===== config.mk =====
export PLATFORM = sky130hd
export DESIGN_NAME = mealy_seq_detector
export DESIGN_NICKNAME = d
export VERILOG_FILES = /design/src/rtl/mealy_seq_pkg.sv /design/src/rtl/seq_next_state.sv /design/src/rtl/mealy_seq_detector.sv
export SDC_FILE = /design/constraint.sdc
export NUM_CORES = 1
export LEC_CHECK = 0
export CAP_MARGIN = 20
export CORE_MARGIN = 2
export CORE_UTILIZATION = 45
export DETAILED_ROUTE_END_ITERATION = 6
export PLACE_DENSITY = 0.75
export SYNTH_ARGS = -nofsm -noshare
export SYNTH_HDL_FRONTEND = slang
export SYNTH_SLANG_ARGS = --single-unit

===== constraint.sdc =====
create_clock -name clock -period 1.72 [get_ports clock]
set_clock_uncertainty 0.1 [all_clocks]
set_input_delay 0.516 -clock clock [delete_from_list [all_inputs] [get_ports clock]]
set_output_delay 0.516 -clock clock [all_outputs]
set_load 0.02 [all_outputs]

===== src/rtl/mealy_seq_pkg.sv =====
// Shared types and elaboration-time helpers for the Mealy serial pattern
// detector. Everything here is evaluated with constant arguments only, so
// the transition table is fixed when the design is built.
package mealy_seq_pkg;

  localparam int MAX_PAT_W = 16;

  // Result of one prefix-extension step: new matched length and match flag.
  typedef struct packed {
    logic [4:0] next_len;
    logic       match;
  } prefix_res_t;

  // Width needed to hold a matched-prefix length of 0..pat_w-1.
  function automatic int st_width(input int pat_w);
    return (pat_w <= 2) ? 1 : $clog2(pat_w);
  endfunction

  // i-th bit of the pattern in arrival order (index 0 is the MSB).
  function automatic logic pat_bit(input logic [MAX_PAT_W-1:0] pattern,
                                   input int pat_w, input int i);
    return pattern[pat_w-1-i];
  endfunction

  // Does the length-k prefix of the pattern equal the last k bits of the
  // sequence "first s pattern bits, then b" (length s+1)?
  function automatic logic is_border(input logic [MAX_PAT_W-1:0] pattern,
                                     input int pat_w, input int s,
                                     input logic b, input int k);
    logic ok;
    ok = 1'b1;
    for (int j = 0; j < MAX_PAT_W; j++) begin
      if (j < k) begin
        int   pos;
        logic seq_bit;
        pos     = s + 1 - k + j;
        seq_bit = (pos == s) ? b : pat_bit(pattern, pat_w, pos);
        if (pat_bit(pattern, pat_w, j) != seq_bit) ok = 1'b0;
      end
    end
    return ok;
  endfunction

  // Longest proper prefix of the whole pattern that is also its suffix.
  function automatic int fail_len(input logic [MAX_PAT_W-1:0] pattern,
                                  input int pat_w);
    int best;
    best = 0;
    for (int k = 1; k < MAX_PAT_W; k++) begin
      if (k < pat_w &&
          is_border(pattern, pat_w, pat_w - 1, pat_bit(pattern, pat_w, pat_w - 1), k))
        best = k;
    end
    return best;
  endfunction

  // Extend matched prefix s with bit b. On a full match next_len is the
  // overlap resume point; otherwise it is the KMP fallback length.
  function automatic prefix_res_t prefix_next(input logic [MAX_PAT_W-1:0] pattern,
                                              input int pat_w, input int s,
                                              input logic b);
    prefix_res_t res;
    int          best;
    res  = '0;
    best = 0;
    if (s == pat_w - 1 && b == pat_bit(pattern, pat_w, pat_w - 1)) begin
      res.match = 1'b1;
      best      = fail_len(pattern, pat_w);
    end else begin
      for (int k = 1; k <= MAX_PAT_W; k++) begin
        if (k <= s + 1 && k < pat_w && is_border(pattern, pat_w, s, b, k))
          best = k;
      end
    end
    res.next_len = 5'(best);
    return res;
  endfunction

endpackage


===== src/rtl/seq_next_state.sv =====
// Combinational next-state lookup: a table indexed by {state, x} that is
// filled at elaboration from the pattern, then read with the live inputs.
module seq_next_state
  import mealy_seq_pkg::*;
#(
  parameter int              PAT_W   = 4,
  parameter logic [PAT_W-1:0] PATTERN = 4'b1011,
  parameter bit              OVERLAP = 1'b1,
  parameter int              ST_W    = st_width(PAT_W)
) (
  input  logic [ST_W-1:0] state_i,
  input  logic            x_i,
  output logic [ST_W-1:0] next_state_o,
  output logic            match_o
);

  localparam int N = 2 ** (ST_W + 1);

  logic [N-1:0][ST_W-1:0] next_tbl;
  logic [N-1:0]           match_tbl;

  // Unreachable encodings (state >= PAT_W) map to state 0 with no match.
  for (genvar i = 0; i < N; i++) begin : g_tbl
    localparam int   S = i / 2;
    localparam logic B = 1'(i % 2);
    if (S < PAT_W) begin : g_legal
      localparam prefix_res_t R = prefix_next(16'(PATTERN), PAT_W, S, B);
      assign match_tbl[i] = R.match;
      assign next_tbl[i]  = (R.match && !OVERLAP) ? '0 : R.next_len[ST_W-1:0];
    end else begin : g_illegal
      assign match_tbl[i] = 1'b0;
      assign next_tbl[i]  = '0;
    end
  end

  assign next_state_o = next_tbl[{state_i, x_i}];
  assign match_o      = match_tbl[{state_i, x_i}];

endmodule


===== src/rtl/mealy_seq_detector.sv =====
// Mealy serial pattern detector with input-valid qualifier, selectable
// overlap, a saturating match counter and a sticky overflow flag.
module mealy_seq_detector
  import mealy_seq_pkg::*;
#(
  parameter int               PAT_W   = 4,
  parameter logic [PAT_W-1:0] PATTERN = 4'b1011,
  parameter bit               OVERLAP = 1'b1,
  parameter int               CNT_W   = 8,
  parameter int               ST_W    = st_width(PAT_W)
) (
  input  logic             clock,
  input  logic             reset,
  input  logic             clear,
  input  logic             en,
  input  logic             x,
  output logic             y,
  output logic [ST_W-1:0]  state,
  output logic [CNT_W-1:0] count,
  output logic             overflow
);

  logic [ST_W-1:0]  state_q, state_d;
  logic [CNT_W-1:0] count_q, count_d;
  logic             ovf_q, ovf_d;
  logic [ST_W-1:0]  next_state;
  logic             match;

  seq_next_state #(
    .PAT_W  (PAT_W),
    .PATTERN(PATTERN),
    .OVERLAP(OVERLAP),
    .ST_W   (ST_W)
  ) u_next (
    .state_i     (state_q),
    .x_i         (x),
    .next_state_o(next_state),
    .match_o     (match)
  );

  // Next-state, counter and overflow update; clear wins over en.
  always_comb begin
    // NOTE: every target gets a hold value first so no path infers a latch.
    state_d = state_q;
    count_d = count_q;
    ovf_d   = ovf_q;
    if (clear) begin
      state_d = '0;
      count_d = '0;
      ovf_d   = 1'b0;
    end else if (en) begin
      state_d = next_state;
      if (match) begin
        if (&count_q) ovf_d   = 1'b1;
        else          count_d = count_q + 1'b1;
      end
    end
  end

  // State, counter and overflow registers with asynchronous reset.
  always_ff @(posedge clock or negedge reset) begin
    // NOTE: non-blocking assignments so all registers update from pre-edge values.
    if (!reset) begin
      state_q <= '0;
      count_q <= '0;
      ovf_q   <= 1'b0;
    end else begin
      state_q <= state_d;
      count_q <= count_d;
      ovf_q   <= ovf_d;
    end
  end

  // Zero-latency Mealy output, suppressed by reset, clear or an idle cycle.
  assign y        = en & ~clear & reset & match;
  assign state    = state_q;
  assign count    = count_q;
  assign overflow = ovf_q;

endmodule

==> results by stage <==
Outcome:
- The run finished, with violations left.
- The checks that failed: setup timing.

Synth:
- The number of library cell types mapped by synthesis is 26.
- In this run the mean area of a mapped cell was 10.92 um^2.
- In this run, synthesis inferred 0 flip-flops with an integrated enable.
- The yosys synthesis warning count is 0.
- Sequential cells were found to cover approximately 43% of the synthesized design area.
- Synthesis produced 58 cells.
- The most used flip-flop cell after synthesis is sky130_fd_sc_hd__dfrtp_1.
- The share of async-settable or async-resettable flops after synthesis is 100.0%.
- Counting flops and latches in the post-synthesis netlist gives 11.
- The mapped netlist covers around 630 um^2.
- The number of nets handed over by synthesis was 66.

Critical path:
- The worst setup path is of the input port to output port kind.
- The gate family responsible for the most delay along the worst path is buffers and inverters.
- The worst setup path is launched from an input port.
- In this run the worst setup path begins at reset.
- The slowest stage of the critical path is the sky130_fd_sc_hd__clkdlybuf4s50_1 cell.
- The cell count along the critical path is 3.
- For the worst flop-to-flop path, the logic depth is 6.
- In this run the worst path has a maximum fanout of 2.
- The worst-case register-to-register setup slack is roughly 0.15 ns.
- The worst setup path endpoint is y.
- The reg-to-reg startpoint is count[0]$_DFFE_PN0P_.
- Traced cell by cell, the critical path runs through clkdlybuf4s50_1 > and3b_2 > buf_6.
- The data arrival time of the critical path is between 1 and 1.5 ns.
- Counting both buffers and inverters, the worst setup path holds a total of 2.
- The capture point of the worst reg-to-reg path is count[3]$_DFFE_PN0P_.
- The data required time of the worst path is 1.10 ns.
- STA classifies the critical path endpoint as an output port.
- The delay of the slowest critical-path stage is 0.51 ns.

Power and ir drop:
- In this run, the combinational gates consume 9.3% of the power.
- The clock network fraction of total power is about 37%.
- The peak supply drop is 0.2773 mV.
- For this design the total switching power over the nets is around 120 uW.
- The internal power is 371.6 uW.
- The share of total power consumed by net switching is 23.85%.
- Registers are responsible for a little over half of the overall power.
- The analysis attributes to cell leakage a power of 0.5044 nW.
- For this design the ratio of total power to cell area is 526.4 nW/um^2.

Routing:
- The vias per cell is 5.221.
- The number of nets with antenna violations after detailed routing is 0.
- In the routed design, unresolved DRC markers number 0.
- The DRC violation total after the first TritonRoute iteration is 5.
- The routed wirelength normalized by instance count is 13.80 um.
- The total number of vias is 543.
- For this run, the detailed router's first-pass iteration total came to 4.
- Summed over all layers, the routed wires come to ~1.4 mm.

GRT:
- The number of global-route vias before repair came to 558.
- The initial antenna violation count is 0.
- Entering global routing, the biggest net connects 12 pins.
- The total global routing track utilization is 19.38%.
- Global routing finished with a remaining overflow of 0.
- The first global-routing pass estimated 2.559 mm of wire.

Timing:
- The tightest slew margin relative to the limit is a little under nine tenths.
- The fraction of the cycle the final worst path needs is 113.4%.
- The minimum clock period is 1.951 ns.
- The count of final setup violators is 1.
- The actual slew at the worst max-slew pin is between 0.2 and 0.25 ns.
- The least setup slack across all paths after layout is -0.2312 ns.
- The max-slew violation count was 0.
- Setup repair after global routing could not meet its margin everywhere.
- The maximum achievable frequency is 0.5125 GHz.
- The hold violation count in the final report is 0.

Floorplanning:
- The die outline area is 1723 um^2.
- The floorplan has 13 rows.
- The placeable core area is 1301 um^2.
- The initial utilization of the core area, before any placement, comes to 48.65%.
- The die width is a little over 40 um.
- In this run the count of I/O pins placed on the die edge is 17.
- The die height is 41.51 um.

Clock tree:
- The number of buffers created by CTS is 3.
- In this run the number of H-tree levels came out at 1.
- The largest buffer count on any clock path is 2.
- The clock insertion delay at the later pin of the skew report is ~0.27 ns.
- Clock tree synthesis found a total of 11 sinks.
- TritonCTS built the clock tree.
- The clock-pin slew of the registers on the worst-case setup and hold paths is 0.07 ns.
- The tree is rooted in a sky130_fd_sc_hd__clkbuf_4.

Placement:
- Detailed placement ended at an HPWL of approximately 1.1 mm.
- The last weighted congestion value of the routability-driven placer is 0.7085.
- Summing all placed instances gives a cell area of a little over 900 um^2.
- The number of buffers inserted by port buffering is 16.
- The minimum setup slack after placement is -1.067 ns.

Layout:
- Fill cells in the final layout number 111.
- In the final design database the tool counted a little under 100 nets.
- After routing the design area is 927.1 um^2.
- The number of diodes is 0.
- At the end of the flow the core is filled with cells to 71.25%.
- The post-route netlist has roughly 34% of its cells at a drive strength greater than 1.
- The layout overhead on the synthesized area is 46.44%.

Min path:
- The hold path depth is 2.
- The classification of the worst-slack hold path is flip-flop to flip-flop.

Run:
- The tool flagged a number of max-cap violations equal to 0.
## sequential cells by signal, indices dropped and copies added (netlist names)
signal    count
count         8
overflow      1
state         2
## timing repair
item | in CTS | in global routing
buffers inserted | 0 | 1
hold buffers | 0 | 0
setup endpoints to repair | 20 | 2
gates resized for setup | 26 | 3
## kinds of logic after synthesis
| kind of cell | Yosys count | share of synthesized area (%) |
|---|---|---|
| AND/OR/NAND/NOR | 24 | 22.93 |
| flip-flops | 11 | 43.48 |
| AO/OA/AOI/OAI | 9 | 13.05 |
| XOR/XNOR | 5 | 6.917 |
| buffers and inverters | 3 | 2.963 |
| multiplexers | 3 | 4.743 |
| adder cells (fa/ha/maj) | 3 | 5.929 |
## cells in the final DEF (no fill, tap or decap), types with 2 or more instances in the layout
| master | instances |
|---|---|
| sky130_fd_sc_hd__clkbuf_4 | 3 |
| sky130_fd_sc_hd__ha_1 | 2 |
| sky130_fd_sc_hd__a21oi_1 | 2 |
| sky130_fd_sc_hd__mux2i_1 | 3 |
| sky130_fd_sc_hd__nor2_1 | 12 |
| sky130_fd_sc_hd__o2111ai_1 | 2 |
| sky130_fd_sc_hd__dlygate4sd2_1 | 10 |
| sky130_fd_sc_hd__xor2_1 | 5 |
| sky130_fd_sc_hd__dfrtp_1 | 10 |
| sky130_fd_sc_hd__buf_4 | 13 |
| sky130_fd_sc_hd__buf_6 | 2 |
| sky130_fd_sc_hd__clkdlybuf4s50_1 | 2 |
| sky130_fd_sc_hd__nand2_1 | 2 |
## power groups by stage
stage / sequential, mW / combinational (mW) / clock [mW]
floorplan: 0.271 / 0.0101 / 0
global placement: 0.267 / 0.0424 / 0
detailed placement: 0.268 / 0.0445 / 0
CTS: 0.263 / 0.0417 / 0.182
global route: 0.263 / 0.0498 / 0.196
finish: 0.262 / 0.0454 / 0.180
## tightest hold or removal path, delay by kind of cell (launching register included)
family	cells	cell delay, ns
AOI/OAI and AO/OA	1	0.04
DFF	1	0.35
and+or+nand+nor	1	0.08
## cells in the mapped netlist, types with 2 or more instances
cell type | count | area [um^2]
sky130_fd_sc_hd__o2111ai_1 | 2 | 17.52
sky130_fd_sc_hd__dfrtp_1 | 11 | 275.3
sky130_fd_sc_hd__mux2i_1 | 3 | 30.03
sky130_fd_sc_hd__nand2_1 | 2 | 7.510
sky130_fd_sc_hd__ha_1 | 3 | 37.54
sky130_fd_sc_hd__a21oi_1 | 2 | 10.01
sky130_fd_sc_hd__xor2_1 | 5 | 43.79
sky130_fd_sc_hd__nor2_1 | 12 | 45.04
## metal layers
layer  up-vias  wire length (um)  global-route usage [%]
li1        264                 -                       -
met1       265               658                   25.27
met2        12               701                   31.56
met3         2                69                   3.043
met4         0                 5                   8.387
met5         -                 0                       0
## stage by stage
| step | total power [mW] | TNS (ns) | instances | hold slack [ns] |
|---|---|---|---|---|
| after floorplan | 0.2806 | -0.05374 | 58 | 0.1204 |
| after global routing | 0.5088 | -0.2560 | 104 | 0.4630 |
| after detailed placement | 0.3121 | -4.677 | 99 | 0.3917 |
| final | 0.4881 | -0.2312 | 104 | 0.4066 |
| after CTS | 0.4858 | -0.2339 | 103 | 0.4119 |
| after global placement | 0.3097 | -4.138 | 99 | 0.3883 |
## area by class of cell
type                            count  area [um^2]  area share [%]
Clock buffer                        4        26.28           2.834
Inverter                            1        3.754          0.4049
Multi-Input combinational cell     44        357.8           38.60
Sequential cell                    11        276.5           29.82
Tap cell                           15        18.77           2.024
Timing Repair Buffer               29        244.0           26.32
## worst min-delay path by stage
stage                         start                    to  slack, ns
4_1_cts        overflow$_DFFE_PN0P_  overflow$_DFFE_PN0P_       0.41
3_3_place_gp   overflow$_DFFE_PN0P_  overflow$_DFFE_PN0P_       0.39
3_5_place_dp   overflow$_DFFE_PN0P_  overflow$_DFFE_PN0P_       0.39
2_1_floorplan                 reset  count[0]$_DFFE_PN0P_       0.12
5_1_grt        overflow$_DFFE_PN0P_  overflow$_DFFE_PN0P_       0.46
6_report       overflow$_DFFE_PN0P_  overflow$_DFFE_PN0P_       0.41
Note: power is estimated with default switching activity, not from simulation.
